`config.mk`:
```
export PLATFORM = sky130hd
export DESIGN_NAME = aabb_ray_dispatcher_flat
export DESIGN_NICKNAME = d
export VERILOG_FILES = /design/src/rtl/aabb_ray_dispatcher_if.sv /design/src/rtl/aabb_ray_dispatcher.sv /design/src/flat_wrapper.sv
export SDC_FILE = /design/constraint.sdc
export NUM_CORES = 1
export LEC_CHECK = 0
export ABC_AREA = 1
export ABC_CLOCK_PERIOD_IN_PS = 1600
export BUFFER_PORTS_ARGS = -buffer_cell sky130_fd_sc_hd__buf_2
export CAP_MARGIN = 20
export CORE_MARGIN = 3
export CORE_UTILIZATION = 37
export CTS_BUF_LIST = sky130_fd_sc_hd__clkbuf_8 sky130_fd_sc_hd__clkbuf_16
export CTS_CLUSTER_SIZE = 14
export DETAILED_ROUTE_END_ITERATION = 10
export GPL_ROUTABILITY_DRIVEN = 1
export PLACE_DENSITY = 0.76
export SKIP_LAST_GASP = 1
export SYNTH_ARGS = -nofsm -noshare
export SYNTH_HDL_FRONTEND = slang
export SYNTH_SLANG_ARGS = --single-unit
```
`constraint.sdc`:
```
create_clock -name iClock -period 1.6 [get_ports iClock]
set_clock_uncertainty 0.05 [all_clocks]
set_input_delay 0.08 -clock iClock [delete_from_list [all_inputs] [get_ports iClock]]
set_output_delay 0.08 -clock iClock [all_outputs]
set_load 0.01 [all_outputs]
```
`src/rtl/aabb_ray_dispatcher_if.sv`:
```
// Ray stream from the RayGenerationUnit and the shared push bus to the AABB lane FIFOs.
interface aabb_ray_dispatcher_if #(
    parameter int unsigned LANES  = 2,
    parameter int unsigned WORD_W = 32
);
    logic              iRayValid;
    logic [WORD_W-1:0] iRayData;
    logic              oRayReady;
    logic [LANES-1:0]  oFifoPush;
    logic [WORD_W-1:0] oFifoData;
    logic [LANES-1:0]  iFifoFull;

    // Dispatcher side
    modport master (
        input  iRayValid, iRayData, iFifoFull,
        output oRayReady, oFifoPush, oFifoData
    );

    // RGU / lane FIFO side
    modport slave (
        output iRayValid, iRayData, iFifoFull,
        input  oRayReady, oFifoPush, oFifoData
    );
endinterface

```
`src/rtl/aabb_ray_dispatcher.sv`:
```
// Round-robin dispatcher: steers each complete ray (RAY_WORDS words) to one
// enabled, non-full AABB lane FIFO; a ray is never split across lanes.
module aabb_ray_dispatcher #(
    parameter int unsigned LANES     = 2,
    parameter int unsigned WORD_W    = 32,
    parameter int unsigned RAY_WORDS = 6,
    parameter int unsigned CNT_W     = 16
) (
    input  logic                  iClock,
    input  logic                  iReset,
    input  logic                  iEnable,
    input  logic [LANES-1:0]      iLaneEnable,
    input  logic                  iClearCount,
    aabb_ray_dispatcher_if.master bus,
    output logic                  oBusy,
    output logic [2:0]            oLane,
    output logic [CNT_W-1:0]      oRayCount
);

    localparam int unsigned LANE_W = $clog2(LANES);
    localparam int unsigned IDX_W  = $clog2(RAY_WORDS);

    typedef enum logic [0:0] {
        IDLE,
        STREAM
    } state_t;

    state_t             state, stateNext;
    logic [IDX_W-1:0]   rIdx, idxNext;
    logic [LANE_W-1:0]  rPtr, ptrNext;
    logic [LANE_W-1:0]  rLane, laneNext;
    logic [CNT_W-1:0]   rCount, countNext;

    logic               candFound;
    logic [LANE_W-1:0]  candLane;
    logic [LANE_W-1:0]  pushLane;
    logic               rayReady;
    logic               transfer;

    // Lane reached by stepping forward from base, wrapping modulo LANES
    function automatic logic [LANE_W-1:0] wrapLane(logic [LANE_W-1:0] base, int unsigned step);
        return LANE_W'((32'(base) + step) % LANES);
    endfunction

    // Round-robin search for the first eligible lane after the last grant
    always_comb begin
        candFound = 1'b0;
        candLane  = '0;
        for (int unsigned k = 1; k <= LANES; k++) begin
            if (!candFound && iLaneEnable[wrapLane(rPtr, k)] && !bus.iFifoFull[wrapLane(rPtr, k)]) begin
                candFound = 1'b1;
                candLane  = wrapLane(rPtr, k);
            end
        end
    end

    // Next-state, handshake and counter logic
    always_comb begin
        stateNext = state;
        idxNext   = rIdx;
        ptrNext   = rPtr;
        laneNext  = rLane;
        countNext = rCount;
        rayReady  = 1'b0;
        pushLane  = rLane;
        transfer  = 1'b0;

        case (state)
            IDLE: begin
                rayReady = iEnable & candFound;
                pushLane = candLane;
                transfer = bus.iRayValid & rayReady;
                if (transfer) begin
                    laneNext  = candLane;
                    idxNext   = IDX_W'(1);
                    stateNext = STREAM;
                end
            end
            STREAM: begin
                rayReady = iEnable & ~bus.iFifoFull[rLane];
                transfer = bus.iRayValid & rayReady;
                if (transfer) begin
                    if (rIdx == IDX_W'(RAY_WORDS - 1)) begin
                        idxNext   = '0;
                        ptrNext   = rLane;
                        countNext = rCount + CNT_W'(1);
                        stateNext = IDLE;
                    end else begin
                        idxNext = rIdx + IDX_W'(1);
                    end
                end
            end
            default: stateNext = IDLE;
        endcase

        // Clear wins over a same-cycle increment
        if (iClearCount) begin
            countNext = '0;
        end
    end

    // State register
    always_ff @(posedge iClock or negedge iReset) begin
        if (!iReset) begin
            state  <= IDLE;
            rIdx   <= '0;
            rPtr   <= LANE_W'(LANES - 1);
            rLane  <= '0;
            rCount <= '0;
        end else begin
            state  <= stateNext;
            rIdx   <= idxNext;
            rPtr   <= ptrNext;
            rLane  <= laneNext;
            rCount <= countNext;
        end
    end

    // Zero-latency pass-through to the shared FIFO bus
    assign bus.oRayReady = rayReady;
    assign bus.oFifoData = WORD_W'(bus.iRayData);
    assign bus.oFifoPush = transfer ? (LANES'(1) << pushLane) : '0;

    // Status readback
    assign oBusy     = (state == STREAM);
    assign oLane     = 3'(rLane);
    assign oRayCount = rCount;

endmodule

```
`src/flat_wrapper.sv`:
```
// flat-port wrapper written by rule: the top's interface ports become plain ports
module aabb_ray_dispatcher_flat 
#(
    parameter int unsigned LANES     = 2,
    parameter int unsigned WORD_W    = 32,
    parameter int unsigned RAY_WORDS = 6,
    parameter int unsigned CNT_W     = 16
)
  (iClock, iReset, iEnable, iLaneEnable, iClearCount, oBusy, oLane, oRayCount, bus_iRayValid, bus_iRayData, bus_iFifoFull, bus_oRayReady, bus_oFifoPush, bus_oFifoData);
  aabb_ray_dispatcher_if #(.LANES(LANES), .WORD_W(WORD_W)) bus_i ();
  input  logic iClock;
  input  logic iReset;
  input  logic iEnable;
  input  logic [LANES-1:0] iLaneEnable;
  input  logic iClearCount;
  output logic oBusy;
  output logic [2:0] oLane;
  output logic [CNT_W-1:0] oRayCount;
  input wire logic [$bits(bus_i.iRayValid)-1:0] bus_iRayValid;
  input wire logic [$bits(bus_i.iRayData)-1:0] bus_iRayData;
  input wire logic [$bits(bus_i.iFifoFull)-1:0] bus_iFifoFull;
  output wire logic [$bits(bus_i.oRayReady)-1:0] bus_oRayReady;
  output wire logic [$bits(bus_i.oFifoPush)-1:0] bus_oFifoPush;
  output wire logic [$bits(bus_i.oFifoData)-1:0] bus_oFifoData;
  assign bus_i.iRayValid = bus_iRayValid;
  assign bus_i.iRayData = bus_iRayData;
  assign bus_i.iFifoFull = bus_iFifoFull;
  assign bus_oRayReady = bus_i.oRayReady;
  assign bus_oFifoPush = bus_i.oFifoPush;
  assign bus_oFifoData = bus_i.oFifoData;
  aabb_ray_dispatcher #(.LANES(LANES), .WORD_W(WORD_W), .RAY_WORDS(RAY_WORDS), .CNT_W(CNT_W)) u_core (.iClock(iClock), .iReset(iReset), .iEnable(iEnable), .iLaneEnable(iLaneEnable), .iClearCount(iClearCount), .bus(bus_i), .oBusy(oBusy), .oLane(oLane), .oRayCount(oRayCount));
endmodule
```
======== Word level (Yosys, flattened, before mapping) ========
Cells that the tools add are included.
word-level totals
  register bits ........................... 22
cells by class
  $add $sub $neg .......................... 4
  magnitude comparators ................... 3
  equality and inequality tests ........... 3
  shift-type cells ........................ 1
  mux-type cells .......................... 30
  bitwise gates (word level) .............. 6
  reduce and logical (&&, ||, !) cells .... 13
operators with widths
  operator                                            count
  two-way mux 16 bit                                  4
  two-way mux 1 bit                                   18
  adder 16 x 1 -> 16 bit, second input constant       1
  two-way mux 3 bit                                   3
  < comparator 1 x 2 -> 1 bit, second input constant  3
  case mux 1 bit (2 select lines)                     3
  case mux 3 bit (2 select lines)                     1
  AND reduction 3 bit                                 2
  nonzero test 2 bit                                  3
  AND 1 bit                                           4
  AND reduction 2 bit                                 2
  adder 3 x 1 -> 3 bit, second input constant         1
  equality test 3 bit, second input constant          1
  logical AND 1 bit                                   3
  logical NOT 1 bit                                   3
  adder 1 bit, second input constant                  2
  two-way mux 2 bit                                   1
  != test 2 x 1 -> 1 bit, second input constant       1
  != test 2 bit, second input constant                1
  inverter 1 bit                                      2
  << shifter 1 x 1 -> 2 bit, first input constant     1

======== Longest topological paths before layout ========
Gate-level depths: netlist of the first run.
  depth after elaboration ................. 14
  mapped depth ............................ 9
  depth with buffers taken out ............ 9

======== Worst setup path after synthesis of the first run ========
No wires, ideal clock.
  path type ............................... register to register
  from .................................... register u_core.rCount[0], in the netlist u_core.oRayCount[0]
  to ...................................... register u_core.rCount[6], in the netlist u_core.oRayCount[6]
  setup time .............................. 83 ps
  arrival time ............................ 1205 ps
  required time ........................... 1467 ps
  setup slack ............................. 263 ps
  stages on the path, launching flop included .. 7
  cell sequence ........................... dfrtp_1 -> ha_1 -> nand2_1 -> nor2_2 -> xor2_1 -> nand3_1 -> o21ai_0
between the ends
  cells in the longest elaborated chain, start to end .. 5
RTL lines
  item                      RTL line                    RTL
  start: declaration        aabb_ray_dispatcher.sv:32   logic [CNT_W-1:0] rCount, countNext;
  start signal: assignment  aabb_ray_dispatcher.sv:115  rCount <= countNext;
  adder 16 x 1 -> 16 bit    aabb_ray_dispatcher.sv:86   countNext = rCount + CNT_W'(1);
  two-way mux 16 bit        aabb_ray_dispatcher.sv:83   if (rIdx == IDX_W'(RAY_WORDS - 1)) begin
  two-way mux 16 bit        aabb_ray_dispatcher.sv:82   if (transfer) begin
  two-way mux 16 bit        aabb_ray_dispatcher.sv:68   case (state)
  two-way mux 16 bit        aabb_ray_dispatcher.sv:97   if (iClearCount) begin
No other way between the ends. The select of a mux whose other input is x is not followed.
A chain may end at the register's enable or synchronous reset.

======== Final worst setup path of the first run ========
  from .................................... register u_core.state, in the netlist u_core.oBusy
  to ...................................... output port bus_oFifoPush[1]
between the ends
  cells in the longest elaborated chain, start to end .. 3
  elaborated cells between the ends (all ways) .. 5
  classes of those cells .................. 1 x shift; 3 x mux; 1 x bitwise
RTL lines
  item                                                                                 RTL line                                               RTL
  start: declaration                                                                   aabb_ray_dispatcher.sv:28                              state_t state, stateNext;
  start signal: assignment                                                             aabb_ray_dispatcher.sv:111                             state <= stateNext;
  inverter 1 bit (no line) / two-way mux 1 bit (equally long branches)                 -
  case mux 1 bit (2 select lines) / << shifter 1 x 1 -> 2 bit (equally long branches)  aabb_ray_dispatcher.sv:68, aabb_ray_dispatcher.sv:122
  two-way mux 2 bit *                                                                  aabb_ray_dispatcher.sv:122                             assign bus.oFifoPush = transfer ? (LANES'(1) << pushLane) : '0;
  end: declaration                                                                     flat_wrapper.sv:23                                     output wire logic [$bits(bus_i.oFifoPush)-1:0] bus_oFifoPush;
Every way passes the cells marked *; elsewhere a longest branch is shown, timed or not.

==> summary.md, run 1 <==
| Metric | Value |
|---|---|
| Worst R2R End | u_core.oRayCount[12] |
| CTS Root Cell | clkbuf_8 |
| Worst-Skew Late Latency | 260 ps |
| TritonCTS clock tree | done |
| I/O Pins | 96 |
| Status | complete, no violations |
| Synth async-reset ratio | 100% |
| WHS Path Cells | 3 |
| Layout Nets | 287 |
| RD Place Congestion | 0.896 |
| Antenna violations before repair | 0 |
| Critical-path top delay cell | dfrtp_2 |
| Die extent in y | 73.8 um |
| DR vias/cell | 5.10 |
| Tot GR Track Use | 14.3% |
| Comb pwr share | 27.8% |
| Clock H-tree levels | 1 |
| Worst R2R Path Depth | 7 |
| Post-synth top area cell | dfrtp_1 |
| Drt wl/cell | 12.6 um |
| Synth-to-Final Area Change | 4.93% |
| Total wire length | 3.72 mm |
| Full die area | 5440 um2 |
| Sw frac | 31.1% |
| DRT iter0 DRCs | 120 |
| Slew Viols, Final | 0 |
| Synth cell count leaders | nand2_1 (67), buf_4 (35), inv_1 (25) |
| Max Cap Viol | 0 |
| Reg2reg start | u_core.oRayCount[1] |
| Share of layout cells above drive strength 1 | 26.2% |
| Core area | 4380 um2 |
| # DRC | 0 |
| Top_reg_cell synth | dfrtp_1 |
| Synthesized area | 1700 um2 |
| Number of port buffers | 29 |
| Element type at the critical path end | primary output |
| WP data arrival | 1370 ps |
| Power Internal | 1.16 mW |
| Clock transition at path regs | 80 ps |
| Minimum clock period | 1500 ps |
| Worst VDD drop | 0.369 mV |
| Number of global-route vias before repair | 1404 |
| Worst Setup SP | u_core.oBusy |
| Final instance area | 1780 um2 |
| Fraction of power consumed by sequential logic | 41.4% |
| N_diodes | 0 |
| Hold Path Origin | bus_iRayValid |
| Crit path launch type | register |
| Worst path cell trace | inv_1 -> nand3_2 -> nand2_4 -> nand2_2 -> nor2b_1 -> buf_2 |
| CTS Buffer Depth | 2 |
| Worst-path fanout max | 7 |
| Critical path required time | 1470 ps |
| First-pass GRT wire length | 6.14 mm |
| Area share of the largest cell type after synthesis | 30.9% |
| Initial Util | 38.8% |
| Syn_area_per_cell | 7.05 um2 |
| Hold crit path type | input pin to register |
| Via Count | 1509 |
| Fill count | 448 |
| HPWL after DPL | 2.80 mm |
| Least-Margin Pin Slew | 505 ps |
| Post-route setup TNS | 0 ps |
| Clock Power Share | 30.8% |
| Synth Instances | 241 |
| Post-synth EDFFs | 0 |
| Hold EP | u_core.rIdx[0] |
| Yosys warnings | 0 |
| Power Density | 946 nW/um2 |
| Total CTS buffers | 3 |
| Ranking of synthesized cells by area | dfrtp_1 (31%), buf_4 (15%), nand2_1 (15%), nand3_1 (6.2%), inv_1 (5.5%) |
| Remaining antenna violation count | 0 |
| Synth cell types | 27 |
| DR pass1 iterations | 4 |
| R2R Setup Slk | 170 ps |
| Num Clock Sinks | 22 |
| Hold Vio Cnt, Final | 0 |
| Yosys reg bits | 22 |
| Relative slew slack | 66.3% |
| Leak | 0.912 nW |
| Critical path class | register to primary output |
| Slowest cell delay on critical path | 460 ps |
| Final setup vio count | 0 |
| Overflow after GRT | 0 |
| Most frequent cell after synthesis | nand2_1 |
| Final Cycle Share | 93.6% |
| Max Freq | 668 MHz |
| Sequential area share after synthesis | 32.5% |
| Rows | 24 |
| Dpl cell area | 1640 um2 |
| Switching power | 0.525 mW |
| Die W | 73.8 um |
| Largest net degree at the start of global routing | 23 |
==> cells by family (layout without fill, tap and decap cells) <==
kind of cell / count (synthesis) / count (layout) / share of synthesized area (%)
DFF: 22 / 22 / 32.5
adders and majority gates: 1 / 1 / 0.736
and+or+nand+nor: 130 / 130 / 35.3
other: 1 / 2 / 0.221
AOI/OAI and AO/OA: 18 / 18 / 6.33
buffers and inverters: 66 / 68 / 23.4
xor gates and xnor gates: 3 / 3 / 1.55
==> registers in the layout, summed over array words and instances (netlist names) <==
register	flops
u_core.rPtr	1
u_core.oRayCount	16
u_core.rLane	1
u_core.oBusy	1
u_core.rIdx	3
==> worst max path at each step <==
stage	cells past startpoint	to	slack, ps
floorplan	6	u_core.oRayCount[6]	260
global placement	6	bus_oFifoPush[1]	230
detailed placement	6	u_core.oRayCount[6]	130
CTS	6	bus_oFifoPush[1]	10
global route	7	bus_oFifoPush[0]	-2
finish	6	bus_oFifoPush[1]	100
==> what timing repair did <==
action,in CTS,in global routing
resized for setup,2,9
hold buffers,1,0
endpoints found under the hold margin,21,0
pin swaps,0,1
setup buffers,1,3
endpoints found under the setup margin,2,4
==> stage by stage <==
step	setup slack, ps	util [%]	power, mW	cells	hold WS (ps)
after floorplan	263	-	1.06	242	-266
after global placement	226	37.3	1.07	287	25.3
after detailed placement	128	37.3	1.08	287	22.1
after CTS	13.0	39.4	1.63	293	58.1
after global routing	-2.38	40.7	1.80	296	80.1
final	103	40.7	1.69	296	65.2
==> worst max-delay path: cells and delay by family (launching register included) <==
family | cells | cell delay (ps)
buffers and inverters | 2 | 250
flip-flops | 1 | 460
AND/OR/NAND/NOR | 4 | 390
==> area by class of cell <==
class                   instances  area, um2  area share, %
clock buffers                   3       41.3           2.32
clock inverters                 1       30.0           1.68
inverters                      28        105           5.89
multi-input cells             154        787           44.1
flip-flops and latches         22        554           31.1
well taps                      52       65.1           3.65
repair buffers                 36        200           11.2
==> power by group through the flow <==
| stage | clock (mW) | sequential, mW | combinational [mW] |
|---|---|---|---|
| 3_5_place_dp | 0 | 0.713 | 0.368 |
| 4_1_cts | 0.534 | 0.696 | 0.402 |
| 6_report | 0.520 | 0.698 | 0.469 |
| 3_3_place_gp | 0 | 0.712 | 0.355 |
| 2_1_floorplan | 0 | 0.701 | 0.362 |
| 5_1_grt | 0.555 | 0.711 | 0.536 |
==> layer usage <==
metal / routed length (um) / share of wire (%) / track usage [%] / vias to the layer above
li1: - / - / - / 737
met2: 1800 / 48 / 23.0 / 55
met4: 56 / 1.5 / 6.44 / 0
met1: 1550 / 42 / 18.0 / 712
met3: 312 / 8.4 / 3.15 / 5
met5: 0 / 0 / 0 / -
==> layout by cell type, fill, tap and decap left out, drive strengths merged <==
cell / Yosys / layout
a21oi: 1 / 1
a31o: 1 / 1
buf: 37 / 35
bufinv: 0 / 1
clkbuf: 1 / 3
conb: 1 / 2
dfrtp: 21 / 21
dfstp: 1 / 1
dlygate4sd3: 0 / 1
ha: 1 / 1
inv: 28 / 28
nand2: 69 / 69
nand3: 21 / 21
nand4: 16 / 16
nor2: 22 / 22
nor2b: 1 / 1
o211ai: 1 / 1
o21ai: 15 / 15
or2: 1 / 1
xnor2: 1 / 1
xor2: 2 / 2
Power figures use the tool's default switching activity.
==> inputs of run 2 (changes only) <==
--- a/config.mk
+++ b/config.mk
@@ -6,7 +6,7 @@
 export NUM_CORES = 1
 export LEC_CHECK = 0
 export ABC_AREA = 1
-export ABC_CLOCK_PERIOD_IN_PS = 1600
+export ABC_CLOCK_PERIOD_IN_PS = 1900
 export BUFFER_PORTS_ARGS = -buffer_cell sky130_fd_sc_hd__buf_2
 export CAP_MARGIN = 20
 export CORE_MARGIN = 3
==> constraint.sdc (replaced) <==
create_clock -name iClock -period 1.9 [get_ports iClock]
set_clock_uncertainty 0.05 [all_clocks]
set_input_delay 0.095 -clock iClock [delete_from_list [all_inputs] [get_ports iClock]]
set_output_delay 0.095 -clock iClock [all_outputs]
set_load 0.01 [all_outputs]
==> run 2 against run 1 <==
  * Power down 21%
  * Sequential power shrank 15%
  * Register-to-register slack improved by 150 ps
  * Largest cell class unchanged
  * Final cell count decreased by 1.7%
  * Critical path depth increased by 1
  * Via count fell by 4.9%
  * Combinational power decreased by 35%
  * Highest routed layer unchanged
==> summary.md, run 2 (synthesis gave the netlist of run 1 again) <==
| Metric | Value |
|---|---|
| Rows | 24 (unchanged) |
| Worst VDD drop | 0.265 mV (was 0.369 mV) |
| Status | complete, no violations (unchanged) |
| # DRC | 0 (unchanged) |
| Clock H-tree levels | 1 (unchanged) |
| Max Cap Viol | 0 (unchanged) |
| Critical path class | register to primary output (unchanged) |
| Metal3 WL | 187 um (was 312 um) |
| DRT iter0 DRCs | 108 (was 120) |
| CTS Buffer Depth | 2 (unchanged) |
| Post-route setup TNS | 0 ps (unchanged) |
| Setup WS pre-CTS | 340 ps (was 128 ps) |
| Antenna violations before repair | 0 (unchanged) |
| Metal-1 WL | 1.64 mm (was 1.55 mm) |
| Share of layout cells above drive strength 1 | 21.8% (was 26.2%) |
| Top cell by count, worst path | nand2_1 |
| First-pass GRT wire length | 5.71 mm (was 6.14 mm) |
| Max Freq | 583 MHz |
| Element type at the critical path end | primary output (unchanged) |
| Post-CTS setup buffer count | 0 (was 1) |
| Power Density | 780 nW/um2 (was 946 nW/um2) |
| DR pass1 iterations | 4 (unchanged) |
| CTS Root Cell | clkbuf_8 (unchanged) |
| Slowest cell delay on critical path | 430 ps (was 460 ps) |
| Initial Util | 38.8% (unchanged) |
| Full die area | 5440 um2 (unchanged) |
| Core area | 4380 um2 (unchanged) |
| Number of port buffers | 29 (unchanged) |
| DR vias/cell | 4.93 (was 5.10) |
| Post-CTS resize count | 0 (was 2) |
| Crit path buf inv count | 2 (unchanged) |
| Crit path launch type | register (unchanged) |
| Drt wl/cell | 12.2 um (was 12.6 um) |
| Via Count | 1435 (was 1509) |
| HPWL after DPL | 2.72 mm (was 2.80 mm) |
| Synth-to-Final Area Change | 0.589% (was 4.93%) |
| Most common cell after layout, fill and taps aside | nand2_1 (unchanged) |
| Remaining antenna violation count | 0 (unchanged) |
| Largest net degree at the start of global routing | 23 (unchanged) |
| Max FFs per register | 16 (unchanged) |
| Unrepaired setup endpoints after global routing | no |
| Total wire length | 3.56 mm (was 3.72 mm) |
| RD Place Congestion | 0.834 (was 0.896) |
| Leak | 0.888 nW (was 0.912 nW) |
| Number of global-route vias before repair | 1265 (was 1404) |
| Most frequent cells in the layout | nand2_1 (67), buf_2 (29), inv_1 (25) (was nand2_1 (63), buf_2 (29), inv_1 (25)) |
| Die W | 73.8 um (unchanged) |
| Clock transition at path regs | 80 ps (about the same) |
| Top Layer Used | met4 (unchanged) |
| Total CTS buffers | 3 (unchanged) |
| Tot GR Track Use | 13.5% (was 14.3%) |
| Minimum clock period | 1710 ps |
| Routed length on met2 | 1.67 mm (was 1.80 mm) |
| Critical-path top delay cell | dfrtp_1 (was dfrtp_2) |
| WP data arrival | 1570 ps (was 1370 ps) |
| Worst-Skew Late Latency | 260 ps (about the same) |
| Critical path required time | 1750 ps (was 1470 ps) |
| Worst-path fanout max | 7 (unchanged) |
| I/O Pins | 96 (unchanged) |
| Die extent in y | 73.8 um (unchanged) |
| Overflow after GRT | 0 (unchanged) |
| Hold crit path type | input pin to register (unchanged) |
| Hold Vio Cnt, Final | 0 (unchanged) |
| Setup ws final | 186 ps (was 103 ps) |
| TritonCTS clock tree | done (unchanged) |
| Worst path cell trace | inv_2 -> nand2_1 -> nand4_2 -> nand2_1 -> nand2_1 -> nor2b_1 -> buf_2 (was inv_1 -> nand3_2 -> nand2_4 -> nand2_2 -> nor2b_1 -> buf_2) |
| Final setup vio count | 0 (unchanged) |
| Delay-heaviest family, CP | simple AND/OR/NAND/NOR gates (was flip-flops) |
| N_diodes | 0 (unchanged) |
| Slew Viols, Final | 0 (unchanged) |
| Num Clock Sinks | 22 (unchanged) |
| Final Cycle Share | 90.2% |
| Layout Nets | 282 (was 287) |
run 2: cell count changes in the layout (fill, tap and decap cells not counted), moves of 2 or more:
cell	previous run	this run
nand2_2	5	2
dfrtp_1	19	21
dfrtp_2	2	0
nand2_1	63	67
buf_4	6	1
run 2: metal layers:
| layer | global-route usage, % | up-vias |
|---|---|---|
| li1 | - | 733 |
| met1 | 17.7 | 668 |
| met2 | 21.0 | 29 |
| met3 | 2.60 | 5 |
| met4 | 6.64 | 0 |
| met5 | 0 | - |
run 2: path summary, 6_finish.rpt:
kind | slack (ps) | endpoint | startpoint | depth (start not counted)
hold reg to reg | 480 | u_core.rIdx[2] | u_core.rIdx[2] | 2
setup reg to reg | 320 | u_core.oRayCount[3] | u_core.rLane | 7
max in group asynchronous | 1180 | u_core.rPtr | iReset | 2
hold / removal | 80 | u_core.rIdx[0] | bus_iRayValid | 3
setup / recovery | 190 | bus_oFifoPush[1] | u_core.rLane | 7
min in group asynchronous | 270 | u_core.oRayCount[13] | iReset | 2
run 2: where the power goes:
group | internal [mW] | switching, mW
logic | 0.113 | 0.190
registers | 0.526 | 0.0650
clock network | 0.282 | 0.158
total | 0.921 | 0.413
run 2: cell type report:
cell class | count | area [um2]
tap | 52 | 65.1
clock inverter | 1 | 30.0
clock buffer | 3 | 41.3
sequential | 22 | 552
fill | 468 | 2680
inverter | 28 | 105
multi-input combinational | 154 | 753
timing repair buffer | 31 | 163
run 2: worst reg2reg max path, stage by stage, from the launching register on:
cell	delay, ps
dfrtp_1	440
inv_2	90
nand2_1	80
nand4_2	110
nor2_4	90
nor2_4	330
inv_2	140
o21ai_0	170
run 2: per-stage QoR:
stage                     util (%)  std cells  power (mW)  cell area (um2)  hold WS [ps]
after CTS                     39.0        291        1.35             1710          76.4
final                         39.0        291        1.33             1710          78.4
after global placement        37.1        286       0.893             1630          41.5
after global routing          39.0        291        1.43             1710          92.2
after floorplan                  -        242       0.895             1700          -251
after detailed placement      37.1        286       0.904             1630          44.9
run 2: what timing repair did:
action | in CTS | in global routing
hold buffers | 1 | 0
endpoints found under the setup margin | 0 | 0
hold endpoints to repair | 21 | 0
==> inputs of run 3 (changes only) <==
--- a/config.mk
+++ b/config.mk
@@ -6,7 +6,7 @@
 export NUM_CORES = 1
 export LEC_CHECK = 0
 export ABC_AREA = 1
-export ABC_CLOCK_PERIOD_IN_PS = 1900
+export ABC_CLOCK_PERIOD_IN_PS = 1500
 export BUFFER_PORTS_ARGS = -buffer_cell sky130_fd_sc_hd__buf_2
 export CAP_MARGIN = 20
 export CORE_MARGIN = 3
@@ -15,7 +15,7 @@
 export CTS_CLUSTER_SIZE = 14
 export DETAILED_ROUTE_END_ITERATION = 10
 export GPL_ROUTABILITY_DRIVEN = 1
-export PLACE_DENSITY = 0.76
+export PLACE_DENSITY = 0.79
 export SKIP_LAST_GASP = 1
 export SYNTH_ARGS = -nofsm -noshare
 export SYNTH_HDL_FRONTEND = slang
==> constraint.sdc (replaced) <==
create_clock -name iClock -period 1.5 [get_ports iClock]
set_clock_uncertainty 0.05 [all_clocks]
set_input_delay 0.075 -clock iClock [delete_from_list [all_inputs] [get_ports iClock]]
set_output_delay 0.075 -clock iClock [all_outputs]
set_load 0.01 [all_outputs]
==> run 3 against run 2 <==
  * Highest routed layer unchanged
  * Clock power grew 30%
  * Largest power group unchanged
  * Final cell count grew 5.2%
  * Sequential cell count is the same
  * The run now ends with setup timing left
==> summary.md, run 3 (synthesis gave the netlist of run 1 again) <==
| Metric | Value |
|---|---|
| Die W | 73.8 um (unchanged) |
| Clock H-tree levels | 1 (unchanged) |
| Setup ws final | -67.7 ps (was 186 ps) |
| Critical path class | register to primary output (unchanged) |
| Total CTS buffers | 3 (unchanged) |
| Status | complete, but fails checks (was complete, no violations) |
| Core area | 4380 um2 (unchanged) |
| Pwr Total | 1.93 mW (was 1.33 mW) |
| Remaining antenna violation count | 0 (unchanged) |
| Clock transition at path regs | 90 ps (was 80 ps) |
| # DRC | 0 (unchanged) |
| Max FFs per register | 16 (unchanged) |
| Rows | 24 (unchanged) |
| Num Clock Sinks | 22 (unchanged) |
| TritonCTS clock tree | done (unchanged) |
| Hold Vio Cnt, Final | 0 (unchanged) |
| Crit path launch type | register (unchanged) |
| First-pass GRT wire length | 6.09 mm (was 5.71 mm) |
| Slew Viols, Final | 0 (unchanged) |
| Hold WS | 46.3 ps (was 78.4 ps) |
| CTS Root Cell | clkbuf_8 (unchanged) |
| Die extent in y | 73.8 um (unchanged) |
| Crit path buf inv count | 2 (unchanged) |
| Number of port buffers | 29 (unchanged) |
| Minimum clock period | 1570 ps |
| Full die area | 5440 um2 (unchanged) |
| Slowest cell delay on critical path | 470 ps (was 430 ps) |
| Failing checks | setup timing |
| CTS Buffer Depth | 2 (unchanged) |
| RD Place Congestion | 0.915 (was 0.834) |
| Via Count | 1549 (was 1435) |
| I/O Pins | 96 (unchanged) |
| WP data arrival | 1440 ps (was 1570 ps) |
| Overflow after GRT | 0 (unchanged) |
| Least-Margin Pin Slew | 528 ps |
| Most frequent cells in the layout | nand2_1 (57), buf_2 (29), inv_1 (25) (was nand2_1 (67), buf_2 (29), inv_1 (25)) |
| Initial Util | 38.8% (unchanged) |
| Relative slew slack | 64.8% |
| Antenna violations before repair | 0 (unchanged) |
| Power Density | 996 nW/um2 (was 780 nW/um2) |
| Drt wl/cell | 14.0 um (was 12.2 um) |
| Element type at the critical path end | primary output (unchanged) |
| Max Cap Viol | 0 (unchanged) |
| Critical-path top delay cell | dfrtp_2 (was dfrtp_1) |
| Worst-path fanout max | 7 (unchanged) |
| Critical path required time | 1370 ps (was 1750 ps) |
| Layout Nets | 297 (was 282) |
| DRT iter0 DRCs | 158 (was 108) |
| Number of global-route vias before repair | 1275 (was 1265) |
| Hold crit path type | input pin to register (unchanged) |
| Final Cycle Share | 105% |
| Synth-to-Final Area Change | 13.8% (was 0.589%) |
| Total wire length | 4.28 mm (was 3.56 mm) |
| Max Freq | 638 MHz |
| Most common cell after layout, fill and taps aside | nand2_1 (unchanged) |
| Util after Layout | 44.1% (was 39.0%) |
| Worst VDD drop | 0.329 mV (was 0.265 mV) |
| N_diodes | 0 (unchanged) |
| Largest net degree at the start of global routing | 23 (unchanged) |
| Worst-Skew Late Latency | 270 ps (was 260 ps) |
| Unrepaired setup endpoints after global routing | yes (was no) |
| Setup WS pre-CTS | 97.8 ps (was 340 ps) |
| Final setup vio count | 12 (was 0) |
| DR vias/cell | 5.06 (was 4.93) |
| Worst path cell trace | inv_1 -> nand3_1 -> nand2_2 -> nand2_4 -> nor2b_1 -> buf_2 (was inv_2 -> nand2_1 -> nand4_2 -> nand2_1 -> nand2_1 -> nor2b_1 -> buf_2) |
| Share of layout cells above drive strength 1 | 31.5% (was 21.8%) |
| DR pass1 iterations | 4 (unchanged) |
| HPWL after DPL | 2.62 mm (was 2.72 mm) |
| Delay-heaviest family, CP | flip-flops (was simple AND/OR/NAND/NOR gates) |
| Tot GR Track Use | 14.3% (was 13.5%) |
| Leak | 0.992 nW (was 0.888 nW) |
-- run 3: cell count changes in the layout (fill, tap and decap cells not counted), moves of 2 or more --
cell       previous run  this run
dfrtp_2               0         2
o21ai_1               4         8
clkbuf_16             0         2
dfrtp_1              21        19
nor2_4                2         4
buf_4                 1        11
nand2_4               0         2
nand2_2               2        10
o21ai_0               9         5
nand2_1              67        57
buf_8                 0         2
-- run 3: layout make-up --
| class | count | area (um2) |
|---|---|---|
| Inverter | 28 | 105 |
| Multi-Input combinational cell | 154 | 810 |
| Tap cell | 52 | 65.1 |
| Sequential cell | 22 | 554 |
| Clock inverter | 1 | 30.0 |
| Timing Repair Buffer | 46 | 329 |
| Fill cell | 415 | 2450 |
| Clock buffer | 3 | 41.3 |
-- run 3: metal layers --
| layer | up-vias | global-route usage (%) | wire length [um] |
|---|---|---|---|
| met3 | 11 | 2.46 | 255 |
| met2 | 46 | 22.3 | 2200 |
| li1 | 759 | - | - |
| met5 | - | 0 | 0 |
| met1 | 733 | 19.5 | 1720 |
| met4 | 0 | 5.84 | 104 |
-- run 3: repair_timing --
action | 4_1_cts | 5_1_grt
pin swaps | 2 | 8
endpoints found under the hold margin | 21 | 0
hold buffers | 1 | 0
endpoints found under the setup margin | 2 | 18
cloned | 0 | 2
resized for setup | 4 | 23
setup buffers | 3 | 8
-- run 3: final timing paths --
path                                start                   to  slack, ps  cells past startpoint
max                          u_core.oBusy     bus_oFifoPush[1]        -70                      6
min                           iClearCount  u_core.oRayCount[4]         50                      4
max reg2reg                  u_core.rLane  u_core.oRayCount[7]        -40                      8
min reg2reg                u_core.rIdx[2]       u_core.rIdx[2]        470                      2
max in group asynchronous          iReset         u_core.oBusy        780                      2
min in group asynchronous          iReset  u_core.oRayCount[2]        250                      2
-- run 3: report_power, final --
group	total, mW	leakage, nW	internal, mW	switching (mW)
sequential	0.755	0.293	0.668	0.0869
combinational	0.600	0.663	0.275	0.324
clock	0.573	0.0357	0.357	0.216
-- run 3: worst reg2reg max path, delay by kind of cell, from the launching register on --
kind	cells	cell delay [ps]
AND/OR/NAND/NOR	4	450
flip-flops	1	430
buffers and inverters	3	370
AO/OA/AOI/OAI	1	140
-- run 3: stage by stage --
| step | area (um2) | cells | TNS, ps |
|---|---|---|---|
| final | 1930 | 306 | -265 |
| after global routing | 1930 | 306 | -1370 |
| after CTS | 1760 | 296 | -3.48 |
| after detailed placement | 1640 | 288 | 0 |
| after global placement | 1640 | 288 | 0 |
| after floorplan | 1700 | 242 | 0 |
